--- config.mk ---
export PLATFORM = sky130hd
export DESIGN_NAME = sample_window_scheduler_flat
export DESIGN_NICKNAME = d
export VERILOG_FILES = /design/src/rtl/sample_window_scheduler_if.sv /design/src/rtl/sample_window_scheduler.sv /design/src/flat_wrapper.sv
export SDC_FILE = /design/constraint.sdc
export NUM_CORES = 1
export LEC_CHECK = 0
export CELL_PAD_IN_SITES_DETAIL_PLACEMENT = 1
export CELL_PAD_IN_SITES_GLOBAL_PLACEMENT = 1
export CORE_AREA = 2 2 111 86
export DETAILED_ROUTE_END_ITERATION = 10
export DIE_AREA = 0 0 113 88
export PLACE_DENSITY_LB_ADDON = 0.1
export SLEW_MARGIN = 20
export SYNTH_ARGS = -nofsm -noshare
export SYNTH_HDL_FRONTEND = slang
export SYNTH_SLANG_ARGS = --single-unit
--- constraint.sdc ---
create_clock -name clock_i -period 1.8 [get_ports clock_i]
set_input_delay 0.18 -clock clock_i [delete_from_list [all_inputs] [get_ports clock_i]]
set_output_delay 0.18 -clock clock_i [all_outputs]
set_load 0.02 [all_outputs]
--- src/rtl/sample_window_scheduler_if.sv ---
// Request/grant and window-status signals between the measurement units and the
// shared sampling-window timer.
interface sample_window_scheduler_if #(
    parameter int NUM_REQ     = 4,
    parameter int COUNT_WIDTH = 32
);
    localparam int ID_WIDTH = $clog2(NUM_REQ);

    logic [NUM_REQ-1:0]     req_i;
    logic [NUM_REQ-1:0]     grant_o;
    logic                   busy_o;
    logic                   tick_o;
    logic [COUNT_WIDTH-1:0] tick_count_o;
    logic                   window_done_o;
    logic [ID_WIDTH-1:0]    done_id_o;

    // Scheduler side
    modport master (
        input  req_i,
        output grant_o, busy_o, tick_o, tick_count_o, window_done_o, done_id_o
    );

    // Requester side
    modport slave (
        output req_i,
        input  grant_o, busy_o, tick_o, tick_count_o, window_done_o, done_id_o
    );
endinterface

--- src/rtl/sample_window_scheduler.sv ---
// Round-robin scheduler that lends one prescaled sampling-window timer to NUM_REQ
// requesters and reports each completed window with the owner's index.
module sample_window_scheduler #(
    parameter int NUM_REQ            = 4,
    parameter int SYSTEM_FREQUENCY   = 100000000,
    parameter int SAMPLING_FREQUENCY = 1000000,
    parameter int WINDOW_TICKS       = 125000,
    parameter int COUNT_WIDTH        = 32
) (
    input  logic                            clock_i,
    input  logic                            reset_n_i,
    sample_window_scheduler_if.master       bus
);
    localparam int DIV         = SYSTEM_FREQUENCY / SAMPLING_FREQUENCY;
    localparam int PRESC_WIDTH = (DIV > 1) ? $clog2(DIV) : 1;
    localparam int ID_WIDTH    = $clog2(NUM_REQ);

    typedef enum logic [1:0] {ST_IDLE, ST_RUN, ST_DONE} state_t;

    state_t                 state_q,   state_d;
    logic [PRESC_WIDTH-1:0] presc_q,   presc_d;
    logic [COUNT_WIDTH-1:0] count_q,   count_d;
    logic [ID_WIDTH-1:0]    gidx_q,    gidx_d;
    logic [ID_WIDTH-1:0]    ptr_q,     ptr_d;
    logic                   busy_q,    busy_d;
    logic                   done_q,    done_d;
    logic [ID_WIDTH-1:0]    done_id_q, done_id_d;

    logic                   tick;
    logic                   found;
    logic [ID_WIDTH-1:0]    sel;
    logic [ID_WIDTH-1:0]    ptr_after;
    int                     idx;

    assign tick      = (state_q == ST_RUN) && (presc_q == PRESC_WIDTH'(DIV - 1));
    assign ptr_after = (gidx_q == ID_WIDTH'(NUM_REQ - 1)) ? '0 : gidx_q + 1'b1;

    // First requesting index at or after the pointer, wrapping modulo NUM_REQ
    always_comb begin
        found = 1'b0;
        sel   = '0;
        idx   = 0;
        for (int i = 0; i < NUM_REQ; i++) begin
            idx = (int'(ptr_q) + i) % NUM_REQ;
            if (!found && bus.req_i[ID_WIDTH'(idx)]) begin
                found = 1'b1;
                sel   = ID_WIDTH'(idx);
            end
        end
    end

    always_comb begin
        state_d   = state_q;
        presc_d   = presc_q;
        count_d   = count_q;
        gidx_d    = gidx_q;
        ptr_d     = ptr_q;
        busy_d    = busy_q;
        done_d    = 1'b0;
        done_id_d = done_id_q;
        unique case (state_q)
            ST_IDLE: begin
                if (found) begin
                    state_d = ST_RUN;
                    gidx_d  = sel;
                    busy_d  = 1'b1;
                    presc_d = '0;
                    count_d = '0;
                end
            end
            ST_RUN: begin
                presc_d = tick ? '0 : presc_q + 1'b1;
                // Losing the request beats completion on the same edge
                if (!bus.req_i[gidx_q]) begin
                    state_d = ST_IDLE;
                    busy_d  = 1'b0;
                    count_d = '0;
                    ptr_d   = ptr_after;
                end else if (tick) begin
                    count_d = count_q + 1'b1;
                    if (count_q == COUNT_WIDTH'(WINDOW_TICKS - 1)) begin
                        state_d   = ST_DONE;
                        busy_d    = 1'b0;
                        done_d    = 1'b1;
                        done_id_d = gidx_q;
                        ptr_d     = ptr_after;
                    end
                end
            end
            ST_DONE: begin
                state_d = ST_IDLE;
            end
            default: begin
                state_d = ST_IDLE;
                busy_d  = 1'b0;
            end
        endcase
    end

    always_ff @(posedge clock_i) begin
        if (!reset_n_i) begin
            state_q   <= ST_IDLE;
            presc_q   <= '0;
            count_q   <= '0;
            gidx_q    <= '0;
            ptr_q     <= '0;
            busy_q    <= 1'b0;
            done_q    <= 1'b0;
            done_id_q <= '0;
        end else begin
            state_q   <= state_d;
            presc_q   <= presc_d;
            count_q   <= count_d;
            gidx_q    <= gidx_d;
            ptr_q     <= ptr_d;
            busy_q    <= busy_d;
            done_q    <= done_d;
            done_id_q <= done_id_d;
        end
    end

    // Grant is decoded from the owner index, so it can only be zero or one-hot
    for (genvar gi = 0; gi < NUM_REQ; gi++) begin : g_grant
        assign bus.grant_o[gi] = busy_q && (gidx_q == ID_WIDTH'(gi));
    end

    assign bus.busy_o        = busy_q;
    assign bus.tick_o        = tick;
    assign bus.tick_count_o  = count_q;
    assign bus.window_done_o = done_q;
    assign bus.done_id_o     = done_id_q;
endmodule

--- src/flat_wrapper.sv ---
// flat-port wrapper written by rule: the top's interface ports become plain ports
module sample_window_scheduler_flat 
#(
    parameter int NUM_REQ            = 4,
    parameter int SYSTEM_FREQUENCY   = 100000000,
    parameter int SAMPLING_FREQUENCY = 1000000,
    parameter int WINDOW_TICKS       = 125000,
    parameter int COUNT_WIDTH        = 32
)
  (clock_i, reset_n_i, bus_req_i, bus_grant_o, bus_busy_o, bus_tick_o, bus_tick_count_o, bus_window_done_o, bus_done_id_o);
  sample_window_scheduler_if #(.NUM_REQ(NUM_REQ), .COUNT_WIDTH(COUNT_WIDTH)) bus_i ();
  input  logic clock_i;
  input  logic reset_n_i;
  input wire logic [$bits(bus_i.req_i)-1:0] bus_req_i;
  output wire logic [$bits(bus_i.grant_o)-1:0] bus_grant_o;
  output wire logic [$bits(bus_i.busy_o)-1:0] bus_busy_o;
  output wire logic [$bits(bus_i.tick_o)-1:0] bus_tick_o;
  output wire logic [$bits(bus_i.tick_count_o)-1:0] bus_tick_count_o;
  output wire logic [$bits(bus_i.window_done_o)-1:0] bus_window_done_o;
  output wire logic [$bits(bus_i.done_id_o)-1:0] bus_done_id_o;
  assign bus_i.req_i = bus_req_i;
  assign bus_grant_o = bus_i.grant_o;
  assign bus_busy_o = bus_i.busy_o;
  assign bus_tick_o = bus_i.tick_o;
  assign bus_tick_count_o = bus_i.tick_count_o;
  assign bus_window_done_o = bus_i.window_done_o;
  assign bus_done_id_o = bus_i.done_id_o;
  sample_window_scheduler #(.NUM_REQ(NUM_REQ), .SYSTEM_FREQUENCY(SYSTEM_FREQUENCY), .SAMPLING_FREQUENCY(SAMPLING_FREQUENCY), .WINDOW_TICKS(WINDOW_TICKS), .COUNT_WIDTH(COUNT_WIDTH)) u_core (.clock_i(clock_i), .reset_n_i(reset_n_i), .bus(bus_i));
endmodule
== Yosys cells after proc, flatten, opt, wreduce, memory -nomap -nowiden ==
Index checks and enable logic that the tools add are counted.
Widths: inputs -> output; s select.
Cells by class
  mux-type cells: 44
  $add $sub $neg: 6
  reduce and logical (&&, ||, !) cells: 22
  order comparisons: 5
  equality and inequality tests: 12
  shift-type cells: 0
  multiply operators: 0
  divide/modulo/power cells: 0
  bitwise operators: 1
Operators with widths (number)
  $mux 32: 3
  $pmux 32 s2: 1
  $add 32x1->32 const B: 1
  $eq 32x17->1 const B: 1
  $mux 2: 12
  $mux 1: 18
  $lt 2x4->1 const B: 4
  $mux 7: 2
  $pmux 7 s2: 1
  $reduce_and 4->1: 3
  $bmux 1 s2: 5
  $reduce_and 3->1: 3
  $logic_and 1x1->1: 8
  $add 7x1->7 const B: 1
  $eq 7x7->1 const B: 1
  $eq 2x2->1 const B: 3
  $add 2x1->2 const B: 2
  $add 2x2->2 const B: 2
  $eq 2x1->1 const B: 2
  $logic_not 2->1: 2
  $ne 2x1->1 const B: 2
  $pmux 2 s2: 1
  $reduce_and 2->1: 2
  $logic_not 1->1: 3
  7 further kinds: 7
Word-level totals
  word-level logic and storage cells: 98
  output and inout port bits: 41
  input bits: 6
  bits in read-only memories: 0
  RAM bits: 0
  flip-flop bits (word level): 49
  bits in latches: 0
  memories: 0

== Logic depth before layout (Yosys ltp) ==
Gate-level depths: netlist (run 1).
  depth in word-level cells: 15
  mapped depth: 7
  depth with buffers taken out: 6

== Worst setup path after synthesis (run 1) ==
OpenSTA, ideal clock, no wires.
  kind: register -> register
  start point: register u_core.count_q[0], in the netlist u_core.bus.tick_count_o[0]
  end point: register u_core.count_q[30], in the netlist u_core.bus.tick_count_o[30]
  library setup time: 70 ps
  setup slack: -270 ps
  clock period less this slack: 2070 ps
  cell stages (with the launch flop): 7
  required time: 1730 ps
  arrival: 2000 ps
  path buffers: 0
  cell sequence: dfxtp_1 > ha_1 > nand3_1 > nor3_2 > nand3_4 > or4_1 > a21oi_1
Between the ends
  cells in the longest elaborated chain, start to end: 4
Ends and longest elaborated chain
  start, declared: RTL line sample_window_scheduler.sv:22  | logic [COUNT_WIDTH-1:0] count_q, count_d;
  start signal, assigned: RTL line sample_window_scheduler.sv:113  | count_q <= count_d;
  $add 32x1->32: RTL line sample_window_scheduler.sv:80  | count_d = count_q + 1'b1;
  $mux 32: RTL line sample_window_scheduler.sv:79  | end else if (tick) begin
  $mux 32: RTL line sample_window_scheduler.sv:74  | if (!bus.req_i[gidx_q]) begin
  $pmux 32 s2: RTL line sample_window_scheduler.sv:61  | unique case (state_q)
Every way passes these cells. The select of a mux whose other input is x is not followed.
A chain may end at the register's enable or synchronous reset.

== Final worst setup path (run 1) ==
  start point: register u_core.gidx_q[0]
  end point: register u_core.count_q[29], in the netlist u_core.bus.tick_count_o[29]
Between the ends
  cells in the longest elaborated chain, start to end: 4
  elaborated cells on any way between the ends: 6
  those cells by class: 1 x eq/ne; 4 x mux; 1 x reduce/logical
Ends and longest elaborated chain
  start, declared: RTL line sample_window_scheduler.sv:23  | logic [ID_WIDTH-1:0] gidx_q, gidx_d;
  start signal, assigned: RTL line sample_window_scheduler.sv:114  | gidx_q <= gidx_d;
  $bmux 1 s2 (*): RTL line sample_window_scheduler.sv:74
  $mux 1 (not written as such) (*): RTL line sample_window_scheduler.sv:74
  $ne 3x2->1 (no source line) or $mux 32 (tied branches)
  $reduce_and 3->1 (no source line) or $pmux 32 s2 (tied branches)
Mark *: on every way between the ends. The rest lies on a longest branch, timed or not. The select of a mux whose other input is x is not followed.

==> results.sh, run 1 <==
export IMPL_status="finished, violations left"
export IMPL_violations="DRC, setup timing"
export IMPL_grt_max_degree=32
export IMPL_synth_async_sr_flop_share_pct=0
export IMPL_cp_max_fo=6
export IMPL_synth_largest_area_cell="dfxtp_1"
export IMPL_clock_latency_ns=0.29
export IMPL_drt_initial_drc_count=70
export IMPL_crit_family="simple AND/OR/NAND/NOR gates"
export IMPL_h_tree_depth=2
export IMPL_syn_area_um2=2620
export IMPL_ir_drop_mv=0.322
export IMPL_dp_worst_setup_slack_ns=-0.536
export IMPL_leakage_nw=1.72
export IMPL_via_per_inst=5.18
export IMPL_yosys_warnings=0
export IMPL_die_w_um=113
export IMPL_synth_area_top_cells="dfxtp_1 37%, nand2_1 5.0%, a21oi_1 4.2%"
export IMPL_worstPathBufferInverterCount=0
export IMPL_synth_cell_types=49
export IMPL_drt_first_pass_iters=7
export IMPL_synth_cells=312
export IMPL_reg2reg_depth=5
export IMPL_power_density_nw_per_um2=546
export IMPL_ant_nets=0
export IMPL_max_freq_mhz=513
export IMPL_relSlewSlack_pct=76.6
export IMPL_arrival_ns=2.18
export IMPL_num_vias=2926
export IMPL_r2r_slack_ns=-0.15
export IMPL_setup_viol=30
export IMPL_top_layer_used="met4"
export IMPL_multi_input_area_um2=1800
export IMPL_syn_num_nets=324
export IMPL_io_pin_count=47
export IMPL_n_antenna_cell=0
export IMPL_startpoint="u_core.gidx_q[0]"
export IMPL_tightest_slew_ns=0.351
export IMPL_crit_chain="mux4_2 > o211ai_4 > nand3_4 > or4_1 > a21oi_2"
export IMPL_final_setup_worst_slack_ns=-0.149
export IMPL_antenna_found_initial=0
export IMPL_die_area_um2=9940
export IMPL_fill_cells=1042
export IMPL_wl_met1_um=4540
export IMPL_grt_setup_unrepaired="yes"
export IMPL_hold_class="register to register"
export IMPL_drc=3
export IMPL_synth_ff_type="dfxtp_1"
export IMPL_row_count=30
export IMPL_die_h_um=88
export IMPL_final_util_pct=49.8
export IMPL_design_core_area_um2=8860
export IMPL_synth_top_cell_area_share_pct=37.4
export IMPL_dp_hpwl_um=6560
export IMPL_hold_violations=0
export IMPL_grt_total_usage_pct=18.9
export IMPL_gp_congestion=0.830
export IMPL_area_delta_synth_final_pct=68.0
export IMPL_crit_type="register to register"
export IMPL_ys_seq_area_share_pct=37.4
export IMPL_layout_area_seq_um2=995
export IMPL_drive_above_1_share_pct=37.3
export IMPL_slew_viol_final=0
export IMPL_numCtsBuffers=5
export IMPL_portBuffers=46
export IMPL_overflow=0
export IMPL_wl_met3_um=241
export IMPL_drv_cap=0
export IMPL_start_util_pct=29.6
export IMPL_clk_pin_slew_ns=0.07
export IMPL_fin_crit_ns=1.95
export IMPL_cts_tree="done"
export IMPL_finalCritPeriodShare_pct=108
export IMPL_syn_avg_cell_area_um2=8.41
export IMPL_critPathCaptureType="register"
export IMPL_cp_depth=5
export IMPL_grt_pass1_vias=3076
export IMPL_power_mw=2.41
export IMPL_nets=464
export IMPL_slowest_delay_ns=0.55
export IMPL_cp_endpoint="u_core.bus.tick_count_o[29]"
export IMPL_worstPathRequired_ns=2.03
export IMPL_finClkSkew_ns=0.00949
export IMPL_synth_edf_count=0
export IMPL_synth_ff_latch_count=49
export IMPL_avgRoutedWirePerCell_um=16.5
export IMPL_cp_slowest_cell="mux4_2"
export IMPL_cp_start_kind="register"
export IMPL_cts_root_buf="clkbuf_16"
export IMPL_hold_buffers=0
export IMPL_grt_pass1_wl_um=15100
export IMPL_reg2reg_to="u_core.bus.tick_count_o[29]"
export IMPL_wirelength_um=9310
export IMPL_reg2reg_from="u_core.gidx_q[0]"
export IMPL_clock_sinks=49
export IMPL_clock_path_buffers=2
export IMPL_dr_wl_met2_um=4410
[power breakdown]
part / switching, mW / total [mW] / internal, mW
clock network: 0.419 / 0.930 / 0.512
logic: 0.179 / 0.362 / 0.182
registers: 0.0158 / 1.12 / 1.10
total: 0.614 / 2.41 / 1.79
[metrics by stage]
step,hold slack [ns],cells,setup TNS (ns),area (um^2)
after global routing,0.499,565,-4.94,4410
after global placement,0.449,540,-12.64,3880
final,0.472,565,-3.08,4410
after detailed placement,0.462,540,-14.33,3880
after floorplan,0.338,312,-0.706,2720
after CTS,0.478,559,-2.35,4210
[what timing repair did]
action / CTS / global route
resized for setup: 32 / 31
cloned: 3 / 1
buffers inserted: 8 / 5
setup endpoints to repair: 45 / 44
pin swaps: 6 / 8
[cell usage after synthesis (2+ instances only)]
library cell and count:
dfxtp_1 49, nand2_1 35, a21oi_1 22, nor2_1 18, o21ai_0 16, nand3_1 14, and3_1 10, inv_1 10
nand4_1 9, nor4_1 9, and2_1 8, o31ai_1 8, or3_1 8, or4_1 8, xor2_1 8, clkbuf_1 7
nor3_1 7, o221a_2 7, ha_1 6, mux2i_1 5, nor2b_1 5, a21boi_0 3, and4_1 3, buf_2 3
nand2b_1 3, a21bo_2 2, a31oi_1 2, a41o_1 2, nand4bb_1 2, nor3b_1 2, o211a_1 2, o21ai_1 2
[placed cells by master, fill, tap and decap left out, types with 7 or more instances in the layout]
master            n
a21oi_1          13
a21oi_2           9
and2_1            7
and3_1           10
buf_4            84
buf_6             7
clkdlybuf4s50_1  38
dfxtp_1          40
dfxtp_2           8
dlygate4sd2_1     7
inv_1            10
nand2_1          32
nand3_1          13
nand4_1           9
nor2_1           17
nor3_1            7
o21ai_0          14
o221a_2           7
o31ai_1           8
xor2_1            8
[logic make-up after synthesis]
kind of cell / share of synthesized area [%]
adders and majority gates: 2.86
buffers and inverters: 3.43
DFF: 37.4
and+or+nand+nor: 31.3
xor gates and xnor gates: 3.00
AOI/OAI and AO/OA: 19.2
muxes: 2.77
[worst min path at each step]
stage | cells past startpoint | slack, ns | to | startpoint
global route | 2 | 0.50 | u_core.bus.done_id_o[0] | u_core.bus.done_id_o[0]
CTS | 2 | 0.48 | u_core.bus.done_id_o[0] | u_core.bus.done_id_o[0]
detailed placement | 2 | 0.46 | u_core.bus.done_id_o[0] | u_core.bus.done_id_o[0]
finish | 2 | 0.47 | u_core.bus.done_id_o[0] | u_core.bus.done_id_o[0]
global placement | 2 | 0.45 | u_core.bus.done_id_o[0] | u_core.bus.done_id_o[0]
floorplan | 2 | 0.34 | u_core.bus.tick_count_o[19] | reset_n_i
[state kept, by name (all words and copies together), names as in the netlist]
signal / flops
u_core.bus.done_id_o: 2
u_core.bus.tick_count_o: 32
u_core.presc_q: 7
u_core.bus.window_done_o: 1
u_core.bus.busy_o: 1
u_core.gidx_q: 2
u_core.state_q: 2
u_core.ptr_q: 2
[layout make-up]
| type | instances | share of cell area, % |
|---|---|---|
| flip-flops and latches | 49 | 22.6 |
| repair buffers | 143 | 29.4 |
| clock inverters | 2 | 0.227 |
| inverters | 10 | 0.851 |
| multi-input cells | 243 | 40.9 |
| well taps | 112 | 3.18 |
| clock buffers | 6 | 2.92 |
[worst register-to-register path, cell delays in order (launching register included)]
cell and delay, ns:
dfxtp_4 0.35, mux4_2 0.55, o211ai_4 0.18, nand3_4 0.16
or4_1 0.52, a21oi_2 0.13
[routing by layer]
layer	vias up	track usage, %
met3	14	3.11
li1	1444	-
met1	1434	24.9
met5	-	0
met4	0	4.88
met2	34	32.6
No activity file was read; power rests on OpenSTA's default activity.
==> run 2: changes to the inputs <==
- GPL_ROUTABILITY_DRIVEN: default -> 0
==> results of run 2 <==
Same layout as run 1: the final DEF is identical, and so are final timing and power.
==> run 3: changes to the inputs <==
- CELL_PAD_IN_SITES_DETAIL_PLACEMENT: 1 -> default
- CELL_PAD_IN_SITES_GLOBAL_PLACEMENT: 1 -> default
- CORE_AREA: 2 2 111 86 -> 2 2 97 76
- DIE_AREA: 0 0 113 88 -> 0 0 99 78
- PLACE_DENSITY_LB_ADDON: 0.1 -> default
- SLEW_MARGIN: 20 -> 5
==> run 3 against run 2 <==
  * Hold slack lost 0.0033 ns
  * Utilization up 12 points
  * The flow finishes with violations (setup timing)
  * Critical path depth is the same
  * Clock skew up 0.0045 ns
  * Combinational power decreased by 15%
  * Count of clock-buffer cells in the layout is 1 lower
  * Total power decreased by 2.1%
==> results.sh, run 3 (synthesis gave the netlist of run 1 again) <==
export IMPL_fill_cells=572
export IMPL_h_tree_depth=2
export IMPL_overflow=0
export IMPL_design_area_um2=4140
export IMPL_die_h_um=78
export IMPL_layout_common_cells="67 x buf_4, 40 x clkdlybuf4s50_1, 39 x dfxtp_1, 32 x nand2_1, 17 x nor2_1"
export IMPL_drt_initial_drc_count=107
export IMPL_clk_pin_slew_ns=0.09
export IMPL_final_setup_worst_slack_ns=-0.123
export IMPL_cp_slowest_cell="mux4_2"
export IMPL_n_antenna_cell=0
export IMPL_setup_viol=14
export IMPL_drv_cap=0
export IMPL_status="finished, violations left"
export IMPL_arrival_ns=2.17
export IMPL_ir_drop_mv=0.452
export IMPL_slowest_delay_ns=0.54
export IMPL_ant_nets=0
export IMPL_cts_root_buf="clkbuf_8"
export IMPL_clock_path_buffers=2
export IMPL_violations="setup timing"
export IMPL_pwr_share_comb_pct=13.1
export IMPL_start_util_pct=39.3
export IMPL_grt_total_usage_pct=20.5
export IMPL_grt_max_degree=24
export IMPL_layout_commonest_cell="buf_4"
export IMPL_drive_above_1_share_pct=33.6
export IMPL_drt_first_pass_iters=4
export IMPL_finalCritPeriodShare_pct=107
export IMPL_leakage_nw=1.59
export IMPL_crit_type="register to register"
export IMPL_hold_class="register to register"
export IMPL_num_vias=2830
export IMPL_grt_pass1_vias=2636
export IMPL_intPower_mw=1.80
export IMPL_clkPwrFrac_pct=39.6
export IMPL_dp_hpwl_um=5840
export IMPL_swShare_pct=23.6
export IMPL_hold_violations=0
export IMPL_seqPwrFrac_pct=47.3
export IMPL_nets=443
export IMPL_tns_ns=-1.11
export IMPL_io_pin_count=47
export IMPL_area_delta_synth_final_pct=57.7
export IMPL_power_mw=2.36
export IMPL_tightest_slew_ns=0.475
export IMPL_post_dp_cell_area_um2=3770
export IMPL_die_area_um2=7720
export IMPL_power_switching_mw=0.556
export IMPL_design_core_area_um2=6670
export IMPL_wirelength_um=7820
export IMPL_cp_max_fo=7
export IMPL_grt_setup_unrepaired="yes"
export IMPL_cts_tree="done"
export IMPL_drc=0
export IMPL_row_count=26
export IMPL_relSlewSlack_pct=68.0
export IMPL_max_freq_mhz=520
export IMPL_avgRoutedWirePerCell_um=15.2
export IMPL_clock_sinks=49
export IMPL_fin_crit_ns=1.92
export IMPL_worstPathRequired_ns=2.04
export IMPL_largest_reg_flops=32
export IMPL_antenna_found_initial=0
export IMPL_critPathCaptureType="register"
export IMPL_via_per_inst=5.48
export IMPL_numCtsBuffers=5
export IMPL_cp_start_kind="register"
export IMPL_clock_latency_ns=0.31
export IMPL_grt_pass1_wl_um=12800
export IMPL_slew_viol_final=0
export IMPL_die_w_um=99
export IMPL_crit_chain="mux4_2 > o211ai_4 > nand3_4 > or4_4 > a21oi_2"
export IMPL_finClkSkew_ns=0.0140
export IMPL_portBuffers=46
export IMPL_power_density_nw_per_um2=569
==> run 3: cell count changes in the layout (fill, tap and decap cells not counted), moves of 4 or more <==
cell	delta
buf_4	-17
clkbuf_16	-6
clkbuf_8	+5
or4_1	+4
or4_4	-4
==> run 3: worst paths after layout <==
kind                                 from                          end  slack [ns]  cells after the start
hold reg to reg   u_core.bus.done_id_o[0]      u_core.bus.done_id_o[0]        0.47                      2
hold / removal    u_core.bus.done_id_o[0]      u_core.bus.done_id_o[0]        0.47                      2
setup reg to reg         u_core.gidx_q[0]  u_core.bus.tick_count_o[24]       -0.12                      5
setup / recovery         u_core.gidx_q[0]  u_core.bus.tick_count_o[24]       -0.12                      5
==> run 3: power by group through the flow <==
| stage | sequential (mW) | combinational [mW] | clock, mW |
|---|---|---|---|
| 2_1_floorplan | 1.14 | 0.143 | 0 |
| 3_3_place_gp | 1.14 | 0.259 | 0 |
| 3_5_place_dp | 1.14 | 0.263 | 0 |
| 4_1_cts | 1.11 | 0.269 | 0.955 |
| 5_1_grt | 1.12 | 0.335 | 1.00 |
| 6_report | 1.11 | 0.308 | 0.934 |
==> run 3: final cells by class <==
| cell class | instances | area, um^2 | share of cell area, % |
|---|---|---|---|
| Multi-Input combinational cell | 242 | 1780 | 42.9 |
| Tap cell | 84 | 105 | 2.54 |
| Timing Repair Buffer | 123 | 1090 | 26.4 |
| Clock inverter | 3 | 65.1 | 1.57 |
| Sequential cell | 49 | 996 | 24.1 |
| Clock buffer | 5 | 68.8 | 1.66 |
| Inverter | 10 | 37.5 | 0.907 |
==> run 3: timing repair <==
item,CTS,global route
hold buffers,0,0
pin swaps,4,14
setup endpoints to repair,44,38
buffers inserted,1,5
resized for setup,22,31
endpoints found under the hold margin,0,0
==> run 3: per-stage QoR <==
| step | setup slack [ns] | std cells | hold slack, ns | util (%) |
|---|---|---|---|---|
| 2_1_floorplan | -0.0744 | 312 | 0.338 | - |
| 3_3_place_gp | -0.396 | 502 | 0.450 | 56.5 |
| 3_5_place_dp | -0.465 | 502 | 0.461 | 56.5 |
| 4_1_cts | -0.128 | 511 | 0.475 | 59.1 |
| 5_1_grt | -0.207 | 516 | 0.503 | 62.1 |
| 6_report | -0.123 | 516 | 0.469 | 62.1 |
==> run 3: critical path, delay by kind of cell, from the launching register on <==
family,cells,cell delay (ns)
and+or+nand+nor,2,0.66
AOI/OAI and AO/OA,2,0.30
muxes,1,0.54
DFF,1,0.36
==> run 3: per-layer routing <==
layer  vias to the layer above  wire (um)  GRT usage (%)
li1                       1395          -              -
met5                         -          0              0
met2                        60       3570           30.5
met1                      1370       3920           30.9
met3                         5        285           3.33
met4                         0         45           4.11
